==> config.mk <==
export PLATFORM = sky130hd
export DESIGN_NAME = rx_link_fault_mch
export DESIGN_NICKNAME = d
export VERILOG_FILES = /design/src/rtl/rx_lf_pkg.sv /design/src/rtl/rx_link_fault_ch.sv /design/src/rtl/rx_link_fault_mch.sv
export SDC_FILE = /design/constraint.sdc
export NUM_CORES = 1
export LEC_CHECK = 0
export ABC_AREA = 1
export BUFFER_PORTS_ARGS = -buffer_cell sky130_fd_sc_hd__buf_4
export CAP_MARGIN = 5
export CORE_UTILIZATION = 54
export CTS_BUF_LIST = sky130_fd_sc_hd__clkbuf_2 sky130_fd_sc_hd__clkbuf_4 sky130_fd_sc_hd__clkbuf_8
export DETAILED_ROUTE_END_ITERATION = 10
export GPL_ROUTABILITY_DRIVEN = 0
export GPL_TIMING_DRIVEN = 0
export PLACE_DENSITY = 0.82
export SYNTH_ARGS = -nofsm -noshare
export SYNTH_HDL_FRONTEND = slang
export SYNTH_SLANG_ARGS = --single-unit
export TNS_END_PERCENT = 30
==> constraint.sdc <==
create_clock -name rxclk -period 1.7 [get_ports rxclk]
set_input_delay 0.085 -clock rxclk [delete_from_list [all_inputs] [get_ports rxclk]]
set_output_delay 0.085 -clock rxclk [all_outputs]
set_load 0.005 [all_outputs]
==> src/rtl/rx_lf_pkg.sv <==
// Shared types and constants for the receive-side link fault state machine.
package rx_lf_pkg;

    localparam logic [1:0] LF_OK     = 2'b00;
    localparam logic [1:0] LF_LOCAL  = 2'b01;
    localparam logic [1:0] LF_REMOTE = 2'b10;

    typedef enum logic [1:0] {
        ST_OK,
        ST_COUNT,
        ST_FAULT
    } lf_state_e;

    // Only local and remote fault codes are meaningful sequence types.
    function automatic logic seq_type_valid(input logic [1:0] t);
        return (t == LF_LOCAL) || (t == LF_REMOTE);
    endfunction

endpackage

==> src/rtl/rx_link_fault_ch.sv <==
// Single-channel link fault qualifier: sequence/column counters, fault state
// and saturating fault-event counter.
module rx_link_fault_ch
    import rx_lf_pkg::*;
#(
    parameter int unsigned SEQ_THRESH = 4,
    parameter int unsigned COL_LIMIT  = 128,
    parameter int unsigned FCNT_W     = 16
) (
    input  logic              rxclk,
    input  logic              reset,
    input  logic              col_valid,
    input  logic              seq_valid,
    input  logic [1:0]        seq_type,
    input  logic              fcnt_clr,
    output logic [1:0]        link_fault,
    output logic              send_rf,
    output logic              send_idle,
    output logic              fault_chg,
    output logic [FCNT_W-1:0] fault_cnt
);

    localparam int unsigned SW = $clog2(SEQ_THRESH);
    localparam int unsigned CW = $clog2(COL_LIMIT);
    localparam logic [SW-1:0] SEQ_LAST = SW'(SEQ_THRESH - 1);
    localparam logic [CW-1:0] COL_LAST = CW'(COL_LIMIT - 1);

    lf_state_e         state_q, state_d;
    logic [SW-1:0]     seq_cnt_q, seq_cnt_d;
    logic [CW-1:0]     col_cnt_q, col_cnt_d;
    logic [1:0]        last_type_q, last_type_d;
    logic [1:0]        link_fault_q, link_fault_d;
    logic              fault_chg_q;
    logic [FCNT_W-1:0] fault_cnt_q, fault_cnt_d;
    logic              qual, same, enter_fault;

    always_ff @(posedge rxclk) begin
        if (reset) begin
            state_q      <= ST_OK;
            seq_cnt_q    <= '0;
            col_cnt_q    <= '0;
            last_type_q  <= LF_OK;
            link_fault_q <= LF_OK;
            fault_chg_q  <= 1'b0;
            fault_cnt_q  <= '0;
        end else begin
            state_q      <= state_d;
            seq_cnt_q    <= seq_cnt_d;
            col_cnt_q    <= col_cnt_d;
            last_type_q  <= last_type_d;
            link_fault_q <= link_fault_d;
            fault_chg_q  <= (link_fault_d != link_fault_q);
            fault_cnt_q  <= fault_cnt_d;
        end
    end

    always_comb begin
        qual         = col_valid & seq_valid & seq_type_valid(seq_type);
        same         = (seq_type == last_type_q);
        state_d      = state_q;
        seq_cnt_d    = seq_cnt_q;
        col_cnt_d    = col_cnt_q;
        last_type_d  = last_type_q;
        link_fault_d = link_fault_q;
        enter_fault  = 1'b0;
        if (col_valid) begin
            unique case (state_q)
                ST_OK: begin
                    if (qual) begin
                        state_d     = ST_COUNT;
                        seq_cnt_d   = SW'(1);
                        last_type_d = seq_type;
                        col_cnt_d   = '0;
                    end
                end
                ST_COUNT: begin
                    if (qual && same) begin
                        col_cnt_d = '0;
                        if (seq_cnt_q == SEQ_LAST) begin
                            state_d      = ST_FAULT;
                            link_fault_d = last_type_q;
                            seq_cnt_d    = '0;
                            enter_fault  = 1'b1;
                        end else begin
                            seq_cnt_d = seq_cnt_q + SW'(1);
                        end
                    end else if (qual) begin
                        seq_cnt_d   = SW'(1);
                        last_type_d = seq_type;
                        col_cnt_d   = '0;
                    end else if (col_cnt_q == COL_LAST) begin
                        state_d      = ST_OK;
                        link_fault_d = LF_OK;
                        seq_cnt_d    = '0;
                        col_cnt_d    = '0;
                    end else begin
                        col_cnt_d = col_cnt_q + CW'(1);
                    end
                end
                ST_FAULT: begin
                    if (qual && same) begin
                        col_cnt_d = '0;
                    end else if (qual) begin
                        // Old fault stays visible until the new type is confirmed.
                        state_d     = ST_COUNT;
                        seq_cnt_d   = SW'(1);
                        last_type_d = seq_type;
                        col_cnt_d   = '0;
                    end else if (col_cnt_q == COL_LAST) begin
                        state_d      = ST_OK;
                        link_fault_d = LF_OK;
                        seq_cnt_d    = '0;
                        col_cnt_d    = '0;
                    end else begin
                        col_cnt_d = col_cnt_q + CW'(1);
                    end
                end
                default: state_d = ST_OK;
            endcase
        end

        fault_cnt_d = fault_cnt_q;
        if (fcnt_clr) begin
            fault_cnt_d = '0;
        end else if (enter_fault && (fault_cnt_q != '1)) begin
            fault_cnt_d = fault_cnt_q + FCNT_W'(1);
        end
    end

    always_comb begin
        link_fault = link_fault_q;
        send_rf    = (link_fault_q == LF_LOCAL);
        send_idle  = (link_fault_q == LF_REMOTE);
        fault_chg  = fault_chg_q;
        fault_cnt  = fault_cnt_q;
    end

endmodule

==> src/rtl/rx_link_fault_mch.sv <==
// Multi-channel receive link fault signalling: one independent qualifier per
// channel plus an aggregated fault flag.
module rx_link_fault_mch
    import rx_lf_pkg::*;
#(
    parameter int unsigned NUM_CH     = 1,
    parameter int unsigned SEQ_THRESH = 4,
    parameter int unsigned COL_LIMIT  = 128,
    parameter int unsigned FCNT_W     = 16
) (
    input  logic                     rxclk,
    input  logic                     reset,
    input  logic [NUM_CH-1:0]        col_valid,
    input  logic [NUM_CH-1:0]        seq_valid,
    input  logic [2*NUM_CH-1:0]      seq_type,
    input  logic [NUM_CH-1:0]        fcnt_clr,
    output logic [2*NUM_CH-1:0]      link_fault,
    output logic [NUM_CH-1:0]        send_rf,
    output logic [NUM_CH-1:0]        send_idle,
    output logic [NUM_CH-1:0]        fault_chg,
    output logic                     any_fault,
    output logic [FCNT_W*NUM_CH-1:0] fault_cnt
);

    logic [NUM_CH-1:0] ch_fault;

    for (genvar i = 0; i < NUM_CH; i++) begin : g_ch
        rx_link_fault_ch #(
            .SEQ_THRESH (SEQ_THRESH),
            .COL_LIMIT  (COL_LIMIT),
            .FCNT_W     (FCNT_W)
        ) u_ch (
            .rxclk      (rxclk),
            .reset      (reset),
            .col_valid  (col_valid[i]),
            .seq_valid  (seq_valid[i]),
            .seq_type   (seq_type[2*i +: 2]),
            .fcnt_clr   (fcnt_clr[i]),
            .link_fault (link_fault[2*i +: 2]),
            .send_rf    (send_rf[i]),
            .send_idle  (send_idle[i]),
            .fault_chg  (fault_chg[i]),
            .fault_cnt  (fault_cnt[FCNT_W*i +: FCNT_W])
        );
        assign ch_fault[i] = (link_fault[2*i +: 2] != LF_OK);
    end

    assign any_fault = |ch_fault;

endmodule

-- Word-level counts from Yosys, hierarchy flattened
Cells that the tools add are included.
- output and inout port bits: 22
- input port bits: 7
- logic and storage cells: 74
- memory bits (read-only): 0
- latch bits: 0
- memories: 0
- bits in writable memories: 0
- flip-flop bits (word level): 32
- eq/ne operators: 16
- add/sub/neg operators: 3
- shift-type cells: 0
- reduce and logical (&&, ||, !) cells: 13
- magnitude comparators: 0
- muxes and demuxes: 33
- div/mod/pow operators: 0
- multipliers: 0
- bitwise operators: 2
- operators by type and width (operator ; count):
    $mux W2 ; 20
    $mux W7 ; 4
    $add A16 B1 Y16 const B ; 1
    $ne A16 B16 Y1 const B ; 1
    $pmux W7 S2 ; 1
    $pmux W2 S3 ; 2
    $eq A2 B2 Y1 const B ; 4
    $pmux W2 S2 ; 2
    $add A7 B1 Y7 const B ; 1
    $eq A7 B7 Y1 const B ; 1
    $eq A2 B1 Y1 const B ; 3
    $ne A3 B3 Y1 const B ; 2
    $reduce_and A3 Y1 ; 2
    $reduce_and A5 Y1 ; 1
    $mux W1 ; 4
    $ne A2 B2 Y1 const B ; 2
    $reduce_and A4 Y1 ; 1
    $reduce_bool A2 Y1 ; 2
    $reduce_or A2 Y1 ; 2
    $reduce_bool A3 Y1 ; 1
    $add A2 B1 Y2 const B ; 1
    $and A1 B1 Y1 ; 2
    $eq A2 B2 Y1 ; 1
    $logic_and A1 B1 Y1 ; 2
    other kinds (4) ; 4

-- Depth between registers and ports, before layout
- word-level depth: 8
- mapped depth: 12
- gate-level depth less buffers: 12

-- Hierarchy
A second synthesis with hierarchy kept.
- cells, all modules: 321
- area total of the unflattened synthesis: 2162.1 sq um
- by module, submodules not included (module ; area each (sq um) ; cells an instance ; seq. area each (sq um) ; times used):
    rx_link_fault_ch ; 2150.8 ; 318 ; 640.6 ; 1
    rx_link_fault_mch ; 11.3 ; 3 ; 0.0 ; 1

-- Worst setup path before layout
No wires, ideal clock.
- kind: reg2reg
- start: reg g_ch[0].u_ch.fault_cnt_q[0]
- end: reg g_ch[0].u_ch.fault_cnt_q[12]
- path slack: 0.043 ns
- data required time: 1.585 ns
- period minus slack after synthesis: 1.657 ns
- data arrival time: 1.542 ns
- path buffers: 1
- stages on the path, launching flop included: 12
- library setup time: 0.115 ns
- path through: dfxtp_1 > ha_1 > nand2_2 > nor3_2 > nand2_1 > nor2_2 > nand2_2 > nand2_4 > buf_6 > nor2_4 > o21ai_1 > nor2_1
- cells in the longest elaborated chain, start to end: 2
- elaborated cells between the ends (all ways): 3
- classes of those cells: 1 x add/sub; 1 x eq/ne; 1 x reduce/logical
- RTL lines (element ; RTL line ; RTL):
    start: declaration ; rx_link_fault_ch.sv:34 ; logic [FCNT_W-1:0] fault_cnt_q, fault_cnt_d;
    start signal: assignment ; rx_link_fault_ch.sv:53 ; fault_cnt_q <= fault_cnt_d;
    parallel branches: the longest is 2 deep, another holds $add A16 B1 Y16 ; -- ;
Several ways; the timed one is not identified.
A chain may end at the register's enable or synchronous reset.

-- Worst setup path after layout
- start: reg g_ch[0].u_ch.fault_cnt_q[7]
- end: reg g_ch[0].u_ch.fault_cnt_q[12]
Same word-level chain as after synthesis.

==> summary.md <==
| Metric | Value |
|---|---|
| Vias in the first global route | `1996` |
| Final min period | `1640 ps` |
| Final Hold Vio Count | `0` |
| Clock buffer depth | `2` |
| Die Y | `63.8 um` |
| Count of pins over their slew limit | `0` |
| Worst setup slack after placement | `-167 ps` |
| Clk_lat worst skew | `290 ps` |
| Post-Syn Instances | `307` |
| Io pins | `29` |
| Critical Path RT | `1880 ps` |
| TNS Setup | `0 ps` |
| Clock Pin Slew Worst Setup and Hold Paths | `70 ps` |
| Sw Share | `25.4%` |
| Worst slew pin tran | `489 ps` |
| CP max FO | `8` |
| Via count | `2135` |
| Skew final | `8.29 ps` |
| Pint | `1.19 mW` |
| Sequential area share after synthesis | `31.1%` |
| Hold Path Class | `input port to register` |
| Largest net degree at the start of global routing | `13` |
| P_sw | `0.406 mW` |
| CTS sink count | `32` |
| Post-synthesis register bit count | `32` |
| YS warnings | `0` |
| Number of CTS-inserted buffers | `5` |
| Syn avg cell area | `6.71 um^2` |
| DR iter-0 viols | `128` |
| Worst r2r src | `g_ch[0].u_ch.fault_cnt[7]` |
| I/O Buffers | `27` |
| Synth cell types | `37` |
| DRC errors left | `0` |
| CTS Hold Bufs | `0` |
| Max_slew headroom | `67.4%` |
| H-tree depth | `2` |
| Layout cells sized above 1 | `31.6%` |
| DP HPWL | `3190 um` |
| # setup viols final | `0` |
| Gate power share | `11.8%` |
| Status | `complete, no violations` |
| Reg power frac | `48.2%` |
| Initial Util | `56.3%` |
| Critical path startpoint category | `register` |
| Final nets | `372` |
| Detailed Route WL | `4940 um` |
| DIE AREA | `4070 um^2` |
| Most frequent cells in the layout | `nand2_1 (74), buf_4 (44), inv_1 (42), a21oi_1 (25), dfxtp_1 (22)` |
| Initial antenna violation count | `0` |
| FF-to-FF End | `g_ch[0].u_ch.fault_cnt[12]` |
| Worst reg2reg setup slack | `60 ps` |
| Remaining antenna violation count | `0` |
| Peak supply drop | `0.545 mV` |
| P&R area growth vs syn | `30.7%` |
| Hold Startpoint | `seq_type[1]` |
| Most common cell after layout, fill and taps aside | `nand2_1` |
| Hold-critical path depth | `3` |
| Reg2Reg Depth | `10` |
| Core footprint | `3660 um^2` |
| Mapped cell area | `2060 um^2` |
| Period Utilization, post-route | `96.6%` |
| Wire per inst | `12.2 um` |
| CTS tree | `built` |
| Row count | `22` |
| Placement Cell Area | `2320 um^2` |
| Design area | `2690 um^2` |
| Root buffer cell | `clkbuf_8` |
| Clock Power Share | `40.0%` |
| WHS Endpoint | `g_ch[0].u_ch.last_type_q[1]` |
| Pwr Density | `593 nW/um^2` |
| Setup ws final | `58.1 ps` |
| FMAX | `609 MHz` |
| Die extent in x | `63.8 um` |
| Syn_nets | `321` |
| Via-to-Cell Ratio | `5.26` |
| Diode count | `0` |
| First-pass GRT wire length | `8110 um` |
| Critical path arrival | `1820 ps` |
| Kind of critical path | `register to register` |
| Unrepaired setup endpoints after global routing | `true` |
| CP Capture Type | `register` |
| First-pass iteration count of the detailed router | `4` |
| Max Cap Viol | `0` |
| Lkg Pwr | `1.12 nW` |
| Grt total ovfl | `0` |
| GRT Total Usage | `25.0%` |
==> sequential cells by signal, summed over array words and instances (netlist names) <==
name,cells
g_ch.u_ch.col_cnt_q,7
g_ch.u_ch.fault_chg,1
g_ch.u_ch.fault_cnt,16
g_ch.u_ch.last_type_q,2
g_ch.u_ch.link_fault,2
g_ch.u_ch.seq_cnt_q,2
g_ch.u_ch.state_q,2
==> power by group through the flow <==
stage	Sequential [mW]	Clock [mW]	Combinational, mW
after floorplan	0.784	0	0.118
after global placement	0.786	0	0.154
after detailed placement	0.786	0	0.157
after CTS	0.768	0.650	0.160
after global routing	0.771	0.690	0.212
final	0.770	0.639	0.188
==> cell usage after synthesis (all sizes together) <==
library cell	n	area [um^2]
o31ai	1	7.51
nand2	86	353
a21oi	29	156
nand4	3	18.8
o21a	1	7.51
clkbuf	2	11.3
buf	2	26.3
nand3	24	130
dfxtp	32	641
nor2	29	141
o21bai	2	15.0
o22ai	1	6.26
nor3	9	82.6
xor2	2	17.5
a211oi	2	15.0
nor3b	2	20.0
nor4	1	6.26
o21ai	18	90.1
inv	48	183
ha	7	87.6
o211ai	2	15.0
and3	2	12.5
xnor2	2	17.5
==> per-stage QoR <==
step                power (mW)  hold slack (ps)  std cells  utilization [%]
floorplan                0.903              277        307                -
global placement         0.939              403        382             63.5
detailed placement       0.943              410        382             63.5
CTS                       1.58              104        394             67.9
global route              1.67              166        406             73.5
finish                    1.60              111        406             73.5
==> area by class of cell <==
cell class / instances / area (um^2)
well taps: 48 / 60.1
multi-input cells: 223 / 1320
flip-flops and latches: 32 / 656
fillers: 279 / 968
repair buffers: 45 / 355
inverters: 48 / 183
plain buffers: 3 / 26.3
clock buffers: 7 / 96.3
==> worst max-delay path, cell delays in order, from the launching register on <==
cell and delay [ps]:
dfxtp_2 370, nand2_2 100, nor3_4 250, nand2_1 100, nor2_2 120, nand2_2 80, nand2_4 160, buf_8 150
nor2_4 30, o21ai_1 120, nor2_1 50
==> kinds of logic (layout without fill, tap and decap cells) <==
group / after synthesis / in the layout / share of synthesized area [%]
flops: 32 / 32 / 31.1
fa+ha+maj: 7 / 7 / 4.25
compound gates: 56 / 56 / 15.2
buf+inv: 52 / 103 / 10.7
simple gates: 156 / 156 / 37.1
xor+xnor: 4 / 4 / 1.70
==> timing repair <==
item                       4_1_cts  5_1_grt
gates cloned                     0        1
gates resized for setup         10       31
setup endpoints to repair       19       27
pin swaps                        3       12
buffers inserted                 6       11
==> worst max path at each step <==
stage | from | to | slack (ps) | depth (start not counted)
4_1_cts | g_ch[0].u_ch.fault_cnt[0] | g_ch[0].u_ch.fault_cnt[12] | 2 | 11
3_3_place_gp | g_ch[0].u_ch.fault_cnt[0] | g_ch[0].u_ch.fault_cnt[12] | -170 | 11
5_1_grt | g_ch[0].u_ch.last_type_q[0] | g_ch[0].u_ch.fault_cnt[12] | -60 | 11
3_5_place_dp | g_ch[0].u_ch.fault_cnt[0] | g_ch[0].u_ch.fault_cnt[7] | -170 | 12
6_report | g_ch[0].u_ch.fault_cnt[7] | g_ch[0].u_ch.fault_cnt[12] | 60 | 10
2_1_floorplan | g_ch[0].u_ch.fault_cnt[0] | g_ch[0].u_ch.fault_cnt[12] | 40 | 11
==> metal layers <==
metal  global-route usage [%]  part of all wire (%)  routed length, um
met1                     30.6                    48               2370
met2                     41.9                    46               2300
met3                     6.25                   3.9                193
met4                     9.66                   1.6                 78
met5                        0                     0                  0
Power figures use the tool's default switching activity.
